==> src/rtl/bcd2bin_converter_if.sv <==
// Handshake and result bundle for the BCD to binary converter.
// The master side issues start/bcd_in and observes the result flags;
// the slave side is the converter itself.
interface bcd2bin_converter_if #(
  parameter int BIN_W = 12
);
  logic             start;
  logic [15:0]      bcd_in;
  logic [BIN_W-1:0] bin_out;
  logic             busy;
  logic             done;
  logic             ovf;
  logic             err;

  modport master (
    output start, bcd_in,
    input  bin_out, busy, done, ovf, err
  );

  modport slave (
    input  start, bcd_in,
    output bin_out, busy, done, ovf, err
  );
endinterface

==> src/rtl/bcd2bin_converter.sv <==
// Sequential 4-digit BCD to binary converter (reverse double-dabble).
// A 30-bit working register {16 BCD bits, 14 binary bits} is shifted right
// 14 times; after each shift every BCD nibble >= 8 is corrected by -3.
// Optional macro BCD2BIN_SAT_EN: results that do not fit in BIN_W bits
// saturate to all ones instead of wrapping. ovf/err behave the same either way.
module bcd2bin_converter #(
  parameter int BIN_W = 12
) (
  input  logic               clk,
  input  logic               rst,
  bcd2bin_converter_if.slave bus
);

  localparam logic [1:0] IDLE = 2'd0;
  localparam logic [1:0] CONV = 2'd1;
  localparam logic [1:0] DONE = 2'd2;

  localparam logic [3:0] LAST_ITER = 4'd13;

  logic [1:0]       state;
  logic [3:0]       iter_cnt;
  logic [29:0]      work;
  logic [29:0]      shifted;
  logic [29:0]      next_work;
  logic [13:0]      result;
  logic             res_ovf;
  logic [BIN_W-1:0] res_bin;
  logic             in_err;
  logic [BIN_W-1:0] bin_q;
  logic             ovf_q;
  logic             err_q;
  logic             done_q;

  // One reverse double-dabble step plus the result formatting for the final step
  always_comb begin
    shifted   = work >> 1;
    next_work = shifted;
    for (int i = 0; i < 4; i++) begin
      if (shifted[14 + 4*i + 3]) begin
        next_work[14 + 4*i +: 4] = shifted[14 + 4*i +: 4] - 4'd3;
      end
    end
    result  = next_work[13:0];
    res_ovf = ({1'b0, result} >= (15'd1 << BIN_W));
`ifdef BCD2BIN_SAT_EN
    res_bin = res_ovf ? '1 : result[BIN_W-1:0];
`else
    res_bin = result[BIN_W-1:0];
`endif
  end

  // Flag any input nibble that is not a decimal digit (10..15)
  always_comb begin
    in_err = 1'b0;
    for (int i = 0; i < 4; i++) begin
      if (bus.bcd_in[4*i + 3] && (bus.bcd_in[4*i + 2] || bus.bcd_in[4*i + 1])) begin
        in_err = 1'b1;
      end
    end
  end

  // Control FSM, working register and registered result outputs
  always_ff @(posedge clk or posedge rst) begin
    if (rst) begin
      state    <= IDLE;
      iter_cnt <= 4'd0;
      work     <= 30'd0;
      bin_q    <= '0;
      ovf_q    <= 1'b0;
      err_q    <= 1'b0;
      done_q   <= 1'b0;
    end else begin
      done_q <= 1'b0;
      case (state)
        IDLE: begin
          if (bus.start) begin
            work     <= {bus.bcd_in, 14'd0};
            iter_cnt <= 4'd0;
            if (in_err) begin
              state  <= DONE;
              bin_q  <= '0;
              ovf_q  <= 1'b0;
              err_q  <= 1'b1;
              done_q <= 1'b1;
            end else begin
              state <= CONV;
            end
          end
        end
        CONV: begin
          work <= next_work;
          if (iter_cnt == LAST_ITER) begin
            state  <= DONE;
            bin_q  <= res_bin;
            ovf_q  <= res_ovf;
            err_q  <= 1'b0;
            done_q <= 1'b1;
          end else begin
            iter_cnt <= iter_cnt + 4'd1;
          end
        end
        DONE: begin
          state <= IDLE;
        end
        default: begin
          state <= IDLE;
        end
      endcase
    end
  end

  assign bus.bin_out = bin_q;
  assign bus.ovf     = ovf_q;
  assign bus.err     = err_q;
  assign bus.done    = done_q;
  assign bus.busy    = (state != IDLE);

endmodule
==> src/flat_wrapper.sv <==
// flat-port wrapper written by rule: the top's interface ports become plain ports
module bcd2bin_converter_flat 
#(
  parameter int BIN_W = 12
)
  (clk, rst, bus_start, bus_bcd_in, bus_bin_out, bus_busy, bus_done, bus_ovf, bus_err);
  bcd2bin_converter_if #(.BIN_W(BIN_W)) bus_i ();
  input  logic clk;
  input  logic rst;
  input wire logic [$bits(bus_i.start)-1:0] bus_start;
  input wire logic [$bits(bus_i.bcd_in)-1:0] bus_bcd_in;
  output wire logic [$bits(bus_i.bin_out)-1:0] bus_bin_out;
  output wire logic [$bits(bus_i.busy)-1:0] bus_busy;
  output wire logic [$bits(bus_i.done)-1:0] bus_done;
  output wire logic [$bits(bus_i.ovf)-1:0] bus_ovf;
  output wire logic [$bits(bus_i.err)-1:0] bus_err;
  assign bus_i.start = bus_start;
  assign bus_i.bcd_in = bus_bcd_in;
  assign bus_bin_out = bus_i.bin_out;
  assign bus_busy = bus_i.busy;
  assign bus_done = bus_i.done;
  assign bus_ovf = bus_i.ovf;
  assign bus_err = bus_i.err;
  bcd2bin_converter #(.BIN_W(BIN_W)) u_core (.clk(clk), .rst(rst), .bus(bus_i));
endmodule
==> config.mk <==
export PLATFORM = sky130hd
export DESIGN_NAME = bcd2bin_converter_flat
export DESIGN_NICKNAME = d
export VERILOG_FILES = /design/src/rtl/bcd2bin_converter_if.sv /design/src/rtl/bcd2bin_converter.sv /design/src/flat_wrapper.sv
export SDC_FILE = /design/constraint.sdc
export NUM_CORES = 1
export LEC_CHECK = 0
export ABC_AREA = 1
export BUFFER_PORTS_ARGS = -buffer_cell sky130_fd_sc_hd__clkbuf_2
export CORE_UTILIZATION = 56
export DETAILED_ROUTE_END_ITERATION = 8
export GPL_ROUTABILITY_DRIVEN = 0
export GPL_TIMING_DRIVEN = 1
export HOLD_SLACK_MARGIN = 0.15
export PLACE_DENSITY_LB_ADDON = 0.1
export REMOVE_ABC_BUFFERS = 1
export SLEW_MARGIN = 20
export SYNTH_ARGS = -nofsm -noshare
export SYNTH_HDL_FRONTEND = slang
export SYNTH_SLANG_ARGS = --single-unit
==> constraint.sdc <==
create_clock -name clk -period 1.6 [get_ports clk]
set_input_delay 0 -clock clk [delete_from_list [all_inputs] [get_ports clk]]
set_output_delay 0 -clock clk [all_outputs]
set_load 0.02 [all_outputs]
==> results.cfg <==
[grt]
grt_max_degree = 32
grt_pass1_vias = 1999
grt_pass1_wl_mm = 8.76
grtUsageTotal_pct = 27.0
gr-total-overflow = 0
antenna_found_initial = 0

[synthesis]
ys_types = 23
synth_warnings = 0
synth.avg_cell_area_sq_um = 8.63
synth_area_sq_um = 2310
ys_seq_area_share_pct = 54.1
yosysTopAreaCellShare_pct = 54.1
synthCells = 268
synth.area.top_cells = dfrtp_1 (54%), nand2_1 (9.9%), inv_1 (5.8%)
ys_seq_elements = 50
synth_area_leader_cell = dfrtp_1

[pwr]
p_per_area_nw_per_um2 = 1270
ir_drop_uv = 912
p_leak_nw = 1.50

[final_layout]
nFillCells = 286
layout-drive-gt1-share_pct = 17.3
multi_input_area_sq_um = 875
antenna_cells = 0
syn_to_final_growth_pct = 24.0
nNetsFinal = 352
seq_area_sq_um = 1250

[sta]
slew_viol_final = 0
fmax_mhz = 699
hold_viol = 0
skew_ns = 0.00725
finalSetupTns_ns = 0
maxSlewHeadroom_pct = 69.9
setup_viol = 0
holdWs_ns = 0.238
rsz0062_at_grt = no
finalWorstPathRequiredPeriod_ns = 1.43
fin_crit_sh_pct = 89.5
tightest_slew_ns = 0.451

[setup_path]
required_ns = 1.78
cp_cell_sequence = buf_6 > nand2_1 > nand2_2 > buf_4 > o211ai_1 > o21ai_0
arrival_ns = 1.62
crit_fanout = 11
startpoint_type = flop
critical_path_class = reg -> reg
max_stage_delay_ns = 0.43
crit_slowest_cell = dfrtp_1
cp-end-kind = flop

[floorplanning]
dieWidth_um = 66.3
die-area_sq_um = 4390
io_pins = 35
die_y_um = 66.3
core_area_sq_um = 3800
initial_core_util_pct = 60.9
num_rows = 22

[routing]
via_count = 2041
detail_route.iter0.violations = 137
postRouteWirelength_mm = 5.06
final_antenna_net_count = 0
drc = 0
first_pass_iters = 4
viasPerCell = 5.41
wl_per_cell_um = 13.4

[min_path]
hp-class = in -> async

[clocking]
cts_tree = yes
cts_root_buf = clkbuf_8
cts_buffers = 5
cts_max_level = 2
clockBufferDepth = 2
clk_latency_ns = 0.30
clkTransAtPathRegs_ns = 0.09
clock_sinks = 50
post_cts_buffers = 0

[outcome]
status = finished clean

[placed_design]
dpl.hpwl_mm = 3.54
portBuffers = 34

[run]
drv_cap = 0
==> worst max-delay path, delay by kind of cell (launching register included) <==
kind,cells,cell delay [ns]
DFF,1,0.43
AOI/OAI and AO/OA,2,0.18
and+or+nand+nor,2,0.34
buffers and inverters,2,0.36
==> flip-flops by register name, summed over array words and instances (netlist names) <==
| name | count |
|---|---|
| u_core.bus.ovf | 1 |
| u_core.bus.bin_out | 12 |
| u_core.work | 29 |
| u_core.state | 2 |
| u_core.iter_cnt | 4 |
| u_core.bus.done | 1 |
| u_core.bus.err | 1 |
==> per-layer routing <==
| metal | global-route usage (%) | up-vias | part of all wire, % | wire, um |
|---|---|---|---|---|
| met3 | 7.59 | 6 | 4.5 | 226 |
| li1 | - | 1008 | - | - |
| met4 | 7.98 | 0 | 1.0 | 51 |
| met5 | 0 | - | 0 | 0 |
| met2 | 45.4 | 61 | 50 | 2520 |
| met1 | 33.7 | 966 | 45 | 2260 |
==> synth_stat cells, drive strengths merged <==
library cell and number:
nor3b 1, xor2 1, dfrtp 50, o22ai 16, inv 36, ha 5
nand3 11, a2bb2oi 3, buf 5, nand2 63, o211ai 7, a21oi 6
a21boi 1, o21ai 19, nand4 12, a31oi 2, nor2 22, clkbuf 6
nor3 2
==> logic make-up after synthesis <==
| kind of cell | count (synthesis) | synth area share, % |
|---|---|---|
| adder cells (fa/ha/maj) | 5 | 2.71 |
| AO/OA/AOI/OAI | 54 | 14.0 |
| buffers and inverters | 47 | 8.28 |
| XOR/XNOR | 1 | 0.379 |
| AND/OR/NAND/NOR | 111 | 20.5 |
| flip-flops | 50 | 54.1 |
==> area by class of cell <==
cell class	instances	area share [%]
Tap cell	48	2.09
Sequential cell	50	43.6
Timing Repair Buffer	64	16.1
Clock buffer	6	2.53
Clock inverter	2	0.480
Inverter	36	4.71
Multi-Input combinational cell	171	30.5
==> power by group <==
group | total, mW | switching (mW) | internal [mW]
Combinational | 1.14 | 0.688 | 0.455
Sequential | 1.77 | 0.246 | 1.53
Clock | 0.717 | 0.408 | 0.309
==> cells in the final DEF, fill, tap and decap left out <==
cell,synthesis,routed
a21boi_0,1,1
a21oi_1,6,6
a2bb2oi_1,3,3
a31oi_1,2,2
buf_12,0,1
buf_4,1,9
buf_6,1,2
clkbuf_1,6,1
clkbuf_2,0,34
clkbuf_8,0,5
clkinv_2,0,1
clkinv_4,0,1
dfrtp_1,50,50
dlygate4sd3_1,0,18
ha_1,5,5
inv_1,36,35
inv_2,0,1
nand2_1,61,61
nand2_2,2,1
nand2_4,0,1
nand3_1,11,11
nand4_1,12,12
nor2_1,21,21
nor2_2,1,1
nor3_1,2,2
nor3b_1,1,1
o211ai_1,7,7
o21ai_0,19,19
o22ai_1,16,16
xor2_1,1,1
==> stage by stage <==
step	total power [mW]	instance area, sq um	cells	worst slack (ns)	util, %
4_1_cts	3.62	2860	377	0.135	75.2
5_1_grt	3.90	2870	377	0.0235	75.5
3_5_place_dp	2.87	2590	351	0.159	68.1
2_1_floorplan	2.47	2260	257	-0.345	-
3_3_place_gp	2.83	2590	351	0.186	68.1
6_report	3.63	2870	377	0.169	75.5
==> worst paths after layout <==
kind	from	end	slack, ns	depth (start not counted)
setup / recovery	u_core.state[0]	u_core.work[27]	0.17	6
hold / removal	rst	u_core.work[23]	0.24	3
hold reg to reg	u_core.bus.bin_out[6]	u_core.bus.bin_out[6]	0.48	2
min in group clk	u_core.bus.bin_out[6]	u_core.bus.bin_out[6]	0.48	2
setup reg to reg	u_core.state[0]	u_core.work[27]	0.17	6
max in group asynchronous	rst	u_core.state[1]	0.85	4
==> repair_timing <==
item                                    in CTS  in global routing
resized for setup                            0                  3
hold endpoints to repair                    67                  0
endpoints found under the setup margin       0                  2
hold buffers                                18                  0
(Power assumes the default switching activity.)
